**src/rtl/cache_ctrl_pkg.sv**
```systemverilog
// -----------------------------------------------------------------------------
// cache_ctrl_pkg
// Shared types and constants for the L1 cache controller:
//   cache_state_t    - controller sequencing states
//   DWMUX_*          - datawritemux_sel encodings (PMDR line / CPU-merged line)
//   PADDR_*          - pmemaddrmux_sel encodings (CPU address / writeback address)
// -----------------------------------------------------------------------------
package cache_ctrl_pkg;

  typedef enum logic [2:0] {
    IDLE      = 3'd0,
    CHECK     = 3'd1,
    WRITEBACK = 3'd2,
    FILL      = 3'd3,
    INSTALL   = 3'd4
  } cache_state_t;

  localparam logic DWMUX_PMDR = 1'b0;
  localparam logic DWMUX_CPU  = 1'b1;
  localparam logic PADDR_CPU  = 1'b0;
  localparam logic PADDR_WB   = 1'b1;

endpackage : cache_ctrl_pkg

```
**src/rtl/cache_perf_counter.sv**
```systemverilog
// -----------------------------------------------------------------------------
// cache_perf_counter
// Free-running event counter that wraps modulo 2^s_count.
//   clk   - system clock
//   rst   - synchronous active-high clear
//   inc   - add one on this edge
//   count - current value
// -----------------------------------------------------------------------------
module cache_perf_counter #(
  parameter int unsigned s_count = 32
) (
  input  logic               clk,
  input  logic               rst,
  input  logic               inc,
  output logic [s_count-1:0] count
);

  // NOTE: sequential state is only ever assigned with <= so every flop samples
  // the pre-edge values of its neighbours, independent of block ordering.
  always_ff @(posedge clk) begin
    if (rst) begin
      count <= '0;
    end else if (inc) begin
      count <= count + s_count'(1);
    end
  end

endmodule : cache_perf_counter

```
**src/rtl/cache_control.sv**
```systemverilog
// -----------------------------------------------------------------------------
// cache_control
// Sequencing FSM for a two-way, write-back, write-allocate L1 cache datapath.
// Turns CPU requests into array/LRU/dirty strobes, runs writeback and fill
// bursts on the physical-memory port and keeps hit/miss/writeback counters.
//
// Ports
//   clk, rst                 - clock, synchronous active-high reset
//   mem_read, mem_write      - CPU request (held until mem_resp)
//   mem_resp                 - one-cycle CPU completion pulse
//   hit, eviction            - datapath tag match / LRU-way dirty bit
//   array_read, array_load   - datapath array read / write enables
//   lru_load, dirty_load     - LRU and dirty-bit update strobes
//   pmdr_load                - capture pmem_rdata into PMDR
//   datawritemux_sel         - 0 PMDR line, 1 CPU-merged line
//   adaptermux_sel           - 0 array line to CPU, 1 PMDR line to CPU
//   pmemaddrmux_sel          - 0 CPU address, 1 writeback address
//   pmem_read, pmem_write    - physical memory request (held until pmem_resp)
//   pmem_resp                - physical memory completion pulse
//   hit_count, miss_count,
//   wb_count                 - wrapping performance counters
// -----------------------------------------------------------------------------
module cache_control
  import cache_ctrl_pkg::*;
#(
  parameter int unsigned s_count = 32
) (
  input  logic               clk,
  input  logic               rst,
  input  logic               mem_read,
  input  logic               mem_write,
  output logic               mem_resp,
  input  logic               hit,
  input  logic               eviction,
  output logic               array_read,
  output logic               array_load,
  output logic               lru_load,
  output logic               dirty_load,
  output logic               pmdr_load,
  output logic               datawritemux_sel,
  output logic               adaptermux_sel,
  output logic               pmemaddrmux_sel,
  output logic               pmem_read,
  output logic               pmem_write,
  input  logic               pmem_resp,
  output logic [s_count-1:0] hit_count,
  output logic [s_count-1:0] miss_count,
  output logic [s_count-1:0] wb_count
);

  cache_state_t state, state_next;
  logic         hit_inc, miss_inc, wb_inc;

  always_ff @(posedge clk) begin
    if (rst) begin
      state <= IDLE;
    end else begin
      state <= state_next;
    end
  end

  // A miss always finishes by returning to IDLE, so the still-pending request
  // is looked up again and completes through the ordinary hit path.
  always_comb begin
    // NOTE: every combinational output gets a default before the case so no
    // path leaves it unassigned, which would otherwise infer a latch.
    state_next = state;
    unique case (state)
      IDLE:      if (mem_read || mem_write) state_next = CHECK;
      CHECK:     if (hit)                   state_next = IDLE;
                 else if (eviction)         state_next = WRITEBACK;
                 else                       state_next = FILL;
      WRITEBACK: if (pmem_resp)             state_next = FILL;
      FILL:      if (pmem_resp)             state_next = INSTALL;
      INSTALL:                              state_next = IDLE;
      default:                              state_next = IDLE;
    endcase
  end

  always_comb begin
    mem_resp         = 1'b0;
    array_read       = 1'b0;
    array_load       = 1'b0;
    lru_load         = 1'b0;
    dirty_load       = 1'b0;
    pmdr_load        = 1'b0;
    datawritemux_sel = DWMUX_PMDR;
    adaptermux_sel   = 1'b0;
    pmemaddrmux_sel  = PADDR_CPU;
    pmem_read        = 1'b0;
    pmem_write       = 1'b0;
    hit_inc          = 1'b0;
    miss_inc         = 1'b0;
    wb_inc           = 1'b0;

    unique case (state)
      IDLE: begin
        array_read = 1'b1;
      end
      CHECK: begin
        if (hit) begin
          hit_inc  = 1'b1;
          mem_resp = 1'b1;
          lru_load = 1'b1;
          // A write (including read+write together) merges CPU data into the
          // array line and marks it dirty.
          if (mem_write) begin
            array_load       = 1'b1;
            datawritemux_sel = DWMUX_CPU;
            dirty_load       = 1'b1;
          end
        end else begin
          miss_inc = 1'b1;
        end
      end
      WRITEBACK: begin
        pmem_write      = 1'b1;
        pmemaddrmux_sel = PADDR_WB;
        wb_inc          = pmem_resp;
      end
      FILL: begin
        pmem_read       = 1'b1;
        pmemaddrmux_sel = PADDR_CPU;
        pmdr_load       = pmem_resp;
      end
      INSTALL: begin
        // dirty datain is mem_write: a read fill installs clean, a write fill
        // installs dirty ahead of the merge on the following hit.
        array_load       = 1'b1;
        datawritemux_sel = DWMUX_PMDR;
        dirty_load       = 1'b1;
      end
      default: ;
    endcase
  end

  cache_perf_counter #(.s_count(s_count)) u_hit_counter (
    .clk   (clk),
    .rst   (rst),
    .inc   (hit_inc),
    .count (hit_count)
  );

  cache_perf_counter #(.s_count(s_count)) u_miss_counter (
    .clk   (clk),
    .rst   (rst),
    .inc   (miss_inc),
    .count (miss_count)
  );

  cache_perf_counter #(.s_count(s_count)) u_wb_counter (
    .clk   (clk),
    .rst   (rst),
    .inc   (wb_inc),
    .count (wb_count)
  );

endmodule : cache_control

```
**config.mk**
```make
export PLATFORM = sky130hd
export DESIGN_NAME = cache_control
export DESIGN_NICKNAME = d
export VERILOG_FILES = /design/src/rtl/cache_ctrl_pkg.sv /design/src/rtl/cache_perf_counter.sv /design/src/rtl/cache_control.sv
export SDC_FILE = /design/constraint.sdc
export NUM_CORES = 1
export LEC_CHECK = 0
export CORE_ASPECT_RATIO = 1.5
export CORE_MARGIN = 2
export CORE_UTILIZATION = 54
export DETAILED_ROUTE_END_ITERATION = 7
export GPL_TIMING_DRIVEN = 1
export PLACE_DENSITY = 0.91
export SYNTH_ARGS = -nofsm -noshare
export SYNTH_HDL_FRONTEND = slang
export SYNTH_SLANG_ARGS = --single-unit
```
**constraint.sdc**
```tcl
create_clock -name clk -period 5.2 [get_ports clk]
set_input_delay 1.04 -clock clk [delete_from_list [all_inputs] [get_ports clk]]
set_output_delay 1.04 -clock clk [all_outputs]
set_load 0.005 [all_outputs]
```
==> results_dict.tcl <==
set metrics [dict create \
    outcome "completed" \
    final.setup_skew_ps 4.95 \
    firstDrtPassIters 7 \
    grt_antenna_before_repair 0 \
    port-buffer-count 112 \
    setup_viol 0 \
    yosysSeqAreaShare_pct 39.9 \
    nets 686 \
    ys_seq_elements 99 \
    cts_hold_buf 0 \
    power_frac_seq_pct 52.5 \
    clock_latency_ps 340 \
    rsz0062_at_grt "no" \
    cts_buffer_depth 2 \
    final_area_um2 6290 \
    p_leak_nw 1.98 \
    start_kind "input port" \
    via_per_inst 6.17 \
    required_ps 4160 \
    yosys.cell_count.top_type "dfxtp_1" \
    cts_resized 0 \
    min_period_ps 3850 \
    min_path_type "reg2reg" \
    dp_hpwl_mm 9.26 \
    dieArea_um2 9990 \
    die_width_um 82.3 \
    ir_worst_vdd_mv 0.192 \
    clk_pin_slew_ps 60 \
    slew_headroom_pct 45.5 \
    internal_power_mw 1.14 \
    drc_errors 0 \
    coreArea_um2 8880 \
    synthTopCellsByCount "99 x dfxtp_1, 51 x nor2_1, 50 x a21oi_1" \
    powerDensity_nw_per_um2 235 \
    hold_viol 0 \
    grt_pass1_vias 4579 \
    ys_top_cells_by_area "dfxtp_1 40%, a21oi_1 5.0%, or4_1 4.8%, nor2_1 3.9%, o31ai_1 3.8%" \
    final.fill_count 695 \
    clkPwrFrac_pct 41.0 \
    avgRoutedWirePerCell_um 16.5 \
    area_growth_syn_to_layout_pct 26.8 \
    r2r_cells 4 \
    die_h_um 121 \
    synth_top_area_share_pct 39.9 \
    grt_max_degree 63 \
    drive_gt1_share_pct 7.21 \
    met1_usage_pct 29.5 \
    tritoncts "built" \
    ios 114 \
    insertedDiodeCount 0 \
    p_sw_share_pct 22.6 \
    postRouteAntennaNets 0 \
    path_max_fanout 10 \
    postSynthAreaPerCell_um2 8.44 \
    synth_cells 588 \
    yosys.area.top_type "dfxtp_1" \
    switchingPower_uw 334 \
    yosysUniqueCellTypes 49 \
    post-route-period-util_pct 74.0 \
    async_reset_ff_share_pct 0 \
    maxCapViolCount 0 \
    fin_setup_tns_ps 0 \
    htree_levels 3 \
    via_count 4876 \
    synth-edff-count 0 \
    yosys_warnings 0 \
    busiest_layer "met2" \
    pwr-share-comb_pct 6.5 \
    worstSetupPathType "in2out" \
    overflow 0 \
    cts_buffers 9 \
    cp.arrival_ps 2810 \
    routed_wl_mm 13.1 \
    holdPathStages 2 \
    gr-usage-met2_pct 46.8 \
    worst_pin_slew_ps 815 \
    clock-root-buffer "clkbuf_16" \
    slew_viol_final 0 \
    rows 42 \
    cp-end-kind "output port" \
    grt_pass1_wl_mm 20.8 \
    syn-cell-area_um2 4960 \
    grt_util_met3_pct 5.43 \
    place_area_um2 6030 \
    drt_iter0_markers 396 \
    syn-num-nets 598 \
    fmaxAchievable_mhz 260 \
    start_util_pct 55.9 \
    gp_routability_congestion 0.931 \
    cts_setup_buffers 0 \
    grt_use_total_pct 26.1 \
    synth-main-ff-cell "dfxtp_1" \
    cts.sinks 99 \
]
[final cells by class]
class	instances	area (um2)	area share, %
Sequential cell	99	1980	31.5
Clock buffer	13	250	3.98
Multi-Input combinational cell	437	2720	43.2
Inverter	15	56.3	0.895
Clock inverter	2	12.5	0.199
Timing Repair Buffer	114	1130	18.0
Tap cell	110	138	2.19
[cell families (layout without fill, tap and decap cells)]
kind of cell	count (synthesis)	after routing	synth area share, %
multiplexers	18	18	4.04
adder cells (fa/ha/maj)	3	3	0.757
other	1	1	0.0756
flip-flops	99	99	39.9
XOR/XNOR	24	24	4.24
AO/OA/AOI/OAI	113	113	13.8
AND/OR/NAND/NOR	278	278	31.8
buffers and inverters	52	144	5.35
[routing by layer]
layer | share of wire [%] | wire (um)
met1 | 39 | 5160
met2 | 52 | 6850
met3 | 5.9 | 767
met4 | 2.3 | 296
met5 | 0 | 0
[path summary, 6_finish.rpt]
check	from	to	slack, ps
worst max register to register	state[1]	u_wb_counter.count[30]	2600
worst min-delay path	u_wb_counter.count[31]	u_wb_counter.count[31]	480
worst min register to register	u_wb_counter.count[31]	u_wb_counter.count[31]	480
worst max-delay path	hit	array_load	1350
[registers in the layout, summed over array words and instances (netlist names)]
| register | count |
|---|---|
| state | 3 |
| u_hit_counter.count | 32 |
| u_miss_counter.count | 32 |
| u_wb_counter.count | 32 |
[critical path, cell delays in order]
cell and delay (ps):
clkdlybuf4s50_1 550, and4bb_2 420, and2_1 200, a21o_2 110, clkdlybuf4s50_1 490
[power groups by stage]
stage	Combinational, mW	Clock [mW]	Sequential (mW)
floorplan	0.0590	0	0.790
global placement	0.0914	0	0.792
detailed placement	0.0945	0	0.793
CTS	0.0958	0.615	0.776
global route	0.104	0.645	0.776
finish	0.0960	0.605	0.776
[cells in the final DEF, fill, tap and decap left out, types with 2 or more instances in the layout]
cell type / n
clkdlybuf4s50_1: 111
dfxtp_1: 99
nor2_1: 51
a21oi_1: 50
nand3_1: 36
nand2_1: 34
or4_1: 32
nand4_1: 27
o31ai_1: 25
o21ai_0: 22
or3_1: 17
mux2_2: 16
xor2_1: 15
nor2b_1: 15
inv_1: 14
nor4_1: 14
and4_1: 11
and3_1: 10
xnor2_1: 9
clkbuf_16: 9
nor3_1: 7
and2_1: 7
or2_2: 6
o311ai_0: 5
o41ai_1: 5
ha_1: 3
clkbuf_1: 3
buf_4: 3
or3_2: 2
nor4b_2: 2
mux2i_1: 2
[through the flow]
step / std cells / setup slack (ps) / hold WS (ps) / power (mW) / utilization (%)
after floorplan: 588 / 2170 / 468 / 0.849 / -
after global placement: 775 / 1440 / 461 / 0.884 / 67.9
after detailed placement: 775 / 1410 / 481 / 0.887 / 67.9
after CTS: 790 / 1360 / 489 / 1.49 / 70.9
after global routing: 790 / 1310 / 511 / 1.53 / 70.9
final: 790 / 1350 / 483 / 1.48 / 70.9
Power figures use the tool's default switching activity.
